`src/rtl/i2s_line_in.sv`:
```
// i2s_line_in: I2S capture front-end for the line-in (ADC) side of the Pmod I2S2.
// Derives MCLK (clk/4), SCLK (clk/32) and LRCK (clk/2048) from the 100 MHz
// system clock with the same frame geometry as the DAC output path. It
// deserialises the ADC data MSB-first into signed left/right samples and
// presents each stereo frame on a valid/ready handshake with a sticky overrun flag.
// Optional feature: define I2S_LINE_IN_MONO_EN to add mono_sample = (l + r) >>> 1.
module i2s_line_in #(
  parameter int SAMPLE_W = 16
) (
  input  logic                clk,
  input  logic                rst,
  output logic                mclk,
  output logic                sclk,
  output logic                lrck,
  input  logic                sdout,
  output logic [SAMPLE_W-1:0] l_sample,
  output logic [SAMPLE_W-1:0] r_sample,
`ifdef I2S_LINE_IN_MONO_EN
  output logic [SAMPLE_W-1:0] mono_sample,
`endif
  output logic                sample_valid,
  input  logic                sample_ready,
  output logic                overrun,
  input  logic                clr_overrun
);

  localparam logic [4:0] LAST_SLOT = 5'(SAMPLE_W);

  logic [10:0]         cnt;
  logic [10:0]         cnt_nxt;
  logic [4:0]          slot;
  logic                sample_pt;
  logic                data_slot;
  logic                left_done;
  logic                frame_done;
  logic                sync_q1;
  logic                sync_q2;
  logic [SAMPLE_W-1:0] shift_q;
  logic [SAMPLE_W-1:0] shift_nxt;
  logic [SAMPLE_W-1:0] left_hold;

  assign cnt_nxt = cnt + 11'd1;
  assign slot    = cnt[9:5];

  // Two clk after the SCLK rising edge, so the bit has cleared the synchroniser.
  assign sample_pt  = (cnt[4:0] == 5'd18);
  // Slot 0 is the I2S delay bit; slots past the last data bit are padding.
  assign data_slot  = (slot != 5'd0) && (slot <= LAST_SLOT);
  assign left_done  = sample_pt && (slot == LAST_SLOT) && !cnt[10];
  assign frame_done = sample_pt && (slot == LAST_SLOT) &&  cnt[10];

  // Shift in the synchronised bit; the cast drops the oldest bit off the top.
  assign shift_nxt = SAMPLE_W'({shift_q, sync_q2});

`ifdef I2S_LINE_IN_MONO_EN
  logic signed [SAMPLE_W:0] mono_sum;
  // One extra bit of headroom so full-scale l + r cannot wrap before the halving.
  assign mono_sum = $signed({left_hold[SAMPLE_W-1], left_hold})
                  + $signed({shift_nxt[SAMPLE_W-1], shift_nxt});
`endif

  // Free-running frame counter; the clock outputs are registered copies of its
  // bits, taken from the next-count value so they stay in phase with cnt.
  always_ff @(posedge clk) begin
    // NOTE: state is updated with non-blocking assignments so every flop samples
    // pre-edge values; blocking assignments here would create order-dependent
    // races between these signals.
    if (rst) begin
      cnt  <= '0;
      mclk <= 1'b0;
      sclk <= 1'b0;
      lrck <= 1'b0;
    end else begin
      cnt  <= cnt_nxt;
      mclk <= cnt_nxt[1];
      sclk <= cnt_nxt[4];
      lrck <= cnt_nxt[10];
    end
  end

  // Two-flop synchroniser for the pad-level ADC data.
  always_ff @(posedge clk) begin
    // NOTE: the synchroniser and datapath registers are reset as well, so a
    // partially received frame never leaks into the first frame after reset.
    if (rst) begin
      sync_q1 <= 1'b0;
      sync_q2 <= 1'b0;
    end else begin
      sync_q1 <= sdout;
      sync_q2 <= sync_q1;
    end
  end

  // Deserialiser: shift on each data slot and park the finished left word.
  always_ff @(posedge clk) begin
    if (rst) begin
      shift_q   <= '0;
      left_hold <= '0;
    end else begin
      if (sample_pt && data_slot) shift_q <= shift_nxt;
      if (left_done)              left_hold <= shift_nxt;
    end
  end

  // Output frame register, valid/ready handshake and sticky overrun flag.
  always_ff @(posedge clk) begin
    if (rst) begin
      l_sample     <= '0;
      r_sample     <= '0;
`ifdef I2S_LINE_IN_MONO_EN
      mono_sample  <= '0;
`endif
      sample_valid <= 1'b0;
      overrun      <= 1'b0;
    end else begin
      if (frame_done) begin
        // Newest frame always wins, even over one still waiting for a consumer.
        l_sample     <= left_hold;
        r_sample     <= shift_nxt;
`ifdef I2S_LINE_IN_MONO_EN
        mono_sample  <= SAMPLE_W'(mono_sum >>> 1);
`endif
        sample_valid <= 1'b1;
      end else if (sample_valid && sample_ready) begin
        sample_valid <= 1'b0;
      end

      // Setting takes priority so a clear cannot hide a simultaneous loss.
      if (frame_done && sample_valid && !sample_ready) begin
        overrun <= 1'b1;
      end else if (clr_overrun) begin
        overrun <= 1'b0;
      end
    end
  end

endmodule
```
`config.mk`:
```
export PLATFORM = sky130hd
export DESIGN_NAME = i2s_line_in
export DESIGN_NICKNAME = d
export VERILOG_FILES = /design/src/rtl/i2s_line_in.sv
export SDC_FILE = /design/constraint.sdc
export NUM_CORES = 1
export LEC_CHECK = 0
export CORE_AREA = 2 2 65 113
export DETAILED_ROUTE_END_ITERATION = 16
export DIE_AREA = 0 0 67 115
export HOLD_SLACK_MARGIN = 0.05
export PLACE_DENSITY = 0.69
export RECOVER_POWER = 100
export SLEW_MARGIN = 20
export SYNTH_ARGS = -nofsm -noshare
export SYNTH_HDL_FRONTEND = slang
export SYNTH_SLANG_ARGS = --single-unit
```
`constraint.sdc`:
```
create_clock -name clk -period 2.48 [get_ports clk]
set_input_delay 0.744 -clock clk [delete_from_list [all_inputs] [get_ports clk]]
set_output_delay 0.744 -clock clk [all_outputs]
set_load 0.05 [all_outputs]
```
Word level (Yosys, flattened, before mapping)
Index checks and enable logic that the tools add are counted.
- bits in registers: 81
- output and inout bits: 37
- logic and storage cells: 33
- $add $sub $neg: 1
- order comparisons: 1
- equal/unequal tests: 2
- multiplexer cells: 4
- reductions and logical operators: 13
- operators by type and width (cell ; count):
    $add 11x1->11 const B ; 1
    $eq 5x5->1 const B ; 2
    $logic_and 1x1->1 ; 8
    $le 5x5->1 const B ; 1
    $reduce_bool 5->1 ; 1
    $mux 1 ; 4
    $reduce_bool 2->1 ; 2
    $logic_not 1->1 ; 2

Depth between registers and ports, before layout
Gate-level depths: netlist (run 1).
- depth in word-level cells: 6
- gate-level depth with buffers: 6
- mapped depth without buffers: 5

Worst setup path after synthesis (run 1)
OpenSTA, ideal clock, no wires.
- path type: register to register
- start point: register cnt[4]
- end point: register left_hold[10]
- arrival time: 1894 ps
- data required time: 2408 ps
- setup slack: 514 ps
- cell stages (with the launch flop): 6
- buffers on the path: 2
- cell sequence: dfxtp_1 > or3b_1 > buf_6 > nor3_4 > buf_12 > mux2i_1
- cells in the longest elaborated chain, start to end: 3
- RTL lines (item ; RTL line ; source):
    start: declaration ; 29 ; logic [10:0] cnt;
    start signal: assignment ; 74 ; cnt <= cnt_nxt;
    $eq 5x5->1 ; 46 ; assign sample_pt = (cnt[4:0] == 5'd18);
    $logic_and 1x1->1 (2 in series) ; 49 ; assign left_done = sample_pt && (slot == LAST_SLOT) && !cnt[10];
    end signal: assignment ; 101 ; if (left_done) left_hold <= shift_nxt;
    end: declaration ; 40 ; logic [SAMPLE_W-1:0] left_hold;
Every way passes these cells.
A chain may end at the register's enable or synchronous reset.

==> impl_metrics.env, run 1 <==
export IMPL_outcome="completed"
export IMPL_ys_seq_elements=78
export IMPL_pwr_share_seq=0.505
export IMPL_design_area_um2=3860
export IMPL_cpMaxStageDelayCell="dlygate4sd3_1"
export IMPL_leakage_nw=1.40
export IMPL_r2r_cells=4
export IMPL_area_delta_synth_final_pct=21.7
export IMPL_die_area_um2=7710
export IMPL_grt_pass1_vias=2186
export IMPL_rsz0062_at_grt="no"
export IMPL_required_ns=1.74
export IMPL_post_drt_wl_per_cell_um=12.6
export IMPL_synthFlopType="dfxtp_1"
export IMPL_synth_area_per_cell_um2=10.2
export IMPL_crit_path_cell_trace="dlygate4sd3_1"
export IMPL_initial_core_util=0.466
export IMPL_die_y_um=115
export IMPL_p_comb_frac=0.025
export IMPL_post_cts_buffers=0
export IMPL_cts_reportedPaths_clkPinSlew_ns=0.05
export IMPL_n_antenna_cell=0
export IMPL_route_detailed_drc=0
export IMPL_critPathLaunchType="flop"
export IMPL_cts_max_path_buffers=2
export IMPL_grt_max_degree=42
export IMPL_whs_endpoint="sync_q2"
export IMPL_vias=2237
export IMPL_p_int_mw=2.01
export IMPL_io_buffers=41
export IMPL_timing_rr_start="cnt[4]"
export IMPL_cts_buffers=9
export IMPL_crit_family="buffers and inverters"
export IMPL_drt_iter0_markers=145
export IMPL_peakVddDrop_mv=0.451
export IMPL_nNetsFinal=357
export IMPL_max_cap_viol_count=0
export IMPL_cp_slowest_stage_delay_ns=0.90
export IMPL_p_clk_frac=0.470
export IMPL_firstDrtPassIters=4
export IMPL_synth_edf_count=0
export IMPL_fp_dieW_um=67
export IMPL_place_congestion=0.772
export IMPL_cts_tree="done"
export IMPL_netlist_instances=312
export IMPL_ys_warn_count=0
export IMPL_setup_viol=0
export IMPL_clk_insertion_delay_late_ns=0.33
export IMPL_cts_sinks=78
export IMPL_synthDistinctLibCells=29
export IMPL_synth_top_area_frac=0.492
export IMPL_hp_start="sync_q1"
export IMPL_rows=40
export IMPL_synth_area_leaders="dfxtp_1 49%, mux2i_1 15%, nand2b_1 13%"
export IMPL_setup_tns_ns=0
export IMPL_place_inst=422
export IMPL_worstSetupPathType="reg2out"
export IMPL_power_switching_mw=0.493
export IMPL_antenna_found_initial=0
export IMPL_cp_buffers_inverters=1
export IMPL_core_area_um2=6810
export IMPL_io_pins=42
export IMPL_switching_share=0.197
export IMPL_root_buffer="clkbuf_16"
export IMPL_dp_hpwl_um=3600
export IMPL_period_needed_ns=2.38
export IMPL_max_freq_mhz=420
export IMPL_yosysSeqAreaShare=0.492
export IMPL_critPathArrivalTime_ns=1.64
export IMPL_drt_wl_total_um=5510
export IMPL_fillers=619
export IMPL_synth_area_um2=3170
export IMPL_p_per_area_nw_per_um2=649
export IMPL_skew_ns=0.00562
export IMPL_grt_pass1_wl_um=9520
export IMPL_synthesis_nets=320
export IMPL_final_hold_violation_count=0
export IMPL_layout_cells_non_filler=437
export IMPL_hold_path_cell_count=1
export IMPL_critPathMaxFanout=6
export IMPL_cts_resized=0
export IMPL_grtUsageTotal=0.160
export IMPL_relSlewSlack=0.397
export IMPL_r2r_slack_ns=0.37
export IMPL_period_share=0.961
export IMPL_holdBufCountCts=0
export IMPL_ant_nets=0
export IMPL_grt_overflow=0
export IMPL_r2r_end="left_hold[4]"
export IMPL_crit_path_end_kind="output pin"
export IMPL_worstMarginPinSlew_ns=0.901
export IMPL_yosys_area_top_type="dfxtp_1"
export IMPL_hp_class="reg2reg"
export IMPL_cts_htree_levels=3
export IMPL_async_flop_share=0
export IMPL_placed_area_um2=3600
export IMPL_drv_slew=0
export IMPL_drive_gt1_frac=0.0595
export IMPL_vias_per_cell=5.12
-- power by group through the flow --
stage / Combinational [mW] / Sequential, mW / Clock (mW)
6_report: 0.0623 / 1.27 / 1.18
5_1_grt: 0.0689 / 1.27 / 1.26
2_1_floorplan: 0.0438 / 1.30 / 0
4_1_cts: 0.0654 / 1.27 / 1.21
3_3_place_gp: 0.0646 / 1.29 / 0
3_5_place_dp: 0.0654 / 1.29 / 0
-- flip-flops by register name, indices dropped and copies added (netlist names) --
register      count
l_sample         16
left_hold        16
r_sample         16
shift_q          15
cnt              10
lrck              1
overrun           1
sample_valid      1
sync_q1           1
sync_q2           1
-- synth_stat cells (all sizes together), types with 4 or more instances --
master,n
dfxtp,78
nand2b,66
mux2i,48
a21oi,22
nand3,20
o21ai,17
clkbuf,14
buf,6
nor2,6
o31ai,5
or4,4
-- layer usage --
layer  vias up  GRT usage  routed length (um)
li1       1148          -                   -
met3        10     0.0460                 178
met5         -          0                   0
met2        37      0.269                2750
met1      1042      0.183                2480
met4         0     0.0789                  99
-- how the worst max path moves through the flow --
stage | startpoint | cells after the start | endpoint
after floorplan | cnt[4] | 5 | left_hold[10]
after global placement | lrck | 1 | lrck
after detailed placement | cnt[4] | 3 | r_sample[14]
after CTS | lrck | 1 | lrck
after global routing | lrck | 1 | lrck
final | cnt[4] | 1 | sclk
-- cells in the final DEF, fill, tap and decap left out --
master / count
a21oi_1: 22
buf_4: 2
clkbuf_1: 5
clkbuf_16: 9
clkbuf_2: 2
clkbuf_8: 2
clkdlybuf4s50_1: 3
clkinv_2: 1
dfxtp_1: 78
dlygate4sd3_1: 37
ha_1: 3
inv_1: 3
mux2i_1: 48
nand2_1: 3
nand2b_1: 66
nand3_1: 20
nand4_1: 2
nor2_1: 5
nor2_8: 1
nor2b_1: 3
nor3_4: 1
nor3b_2: 1
nor4_1: 1
o21ai_0: 17
o31ai_1: 4
o31ai_2: 1
or2_0: 1
or3_1: 3
or3b_1: 1
or3b_2: 1
or4_1: 4
xnor2_1: 1
xor2_1: 2
-- metrics by stage --
stage / hold slack [ns] / worst slack, ns / power (mW) / util
4_1_cts: 0.450 / 0.105 / 2.55 / 0.569
5_1_grt: 0.471 / 0.0661 / 2.60 / 0.568
3_3_place_gp: 0.426 / 0.481 / 1.36 / 0.530
2_1_floorplan: 0.414 / 0.514 / 1.34 / -
6_report: 0.447 / 0.0976 / 2.51 / 0.568
3_5_place_dp: 0.436 / 0.426 / 1.36 / 0.530
-- final cells by class --
| cell class | instances | area (um^2) | share of cell area |
|---|---|---|---|
| clock buffers | 14 | 264 | 0.0683 |
| repair buffers | 46 | 433 | 0.112 |
| flip-flops and latches | 78 | 1560 | 0.404 |
| clock inverters | 1 | 5.00 | 0.00130 |
| inverters | 3 | 11.3 | 0.00291 |
| multi-input cells | 211 | 1480 | 0.384 |
| well taps | 84 | 105 | 0.0272 |
-- kinds of logic (layout without fill, tap and decap cells) --
logic type | Yosys count | count (layout) | share of synthesized area
AOI/OAI and AO/OA | 44 | 44 | 0.0749
xor gates and xnor gates | 3 | 3 | 0.00828
adders and majority gates | 3 | 3 | 0.0118
buffers and inverters | 23 | 64 | 0.0422
DFF | 78 | 78 | 0.492
muxes | 48 | 48 | 0.151
and+or+nand+nor | 113 | 113 | 0.220
(Power assumes the default switching activity.)
==> run 2, diff against run 1 <==
- CTS_CLUSTER_DIAMETER: unset -> 60
==> results of run 2 <==
Final layout, timing and power as in run 1 (identical DEF).
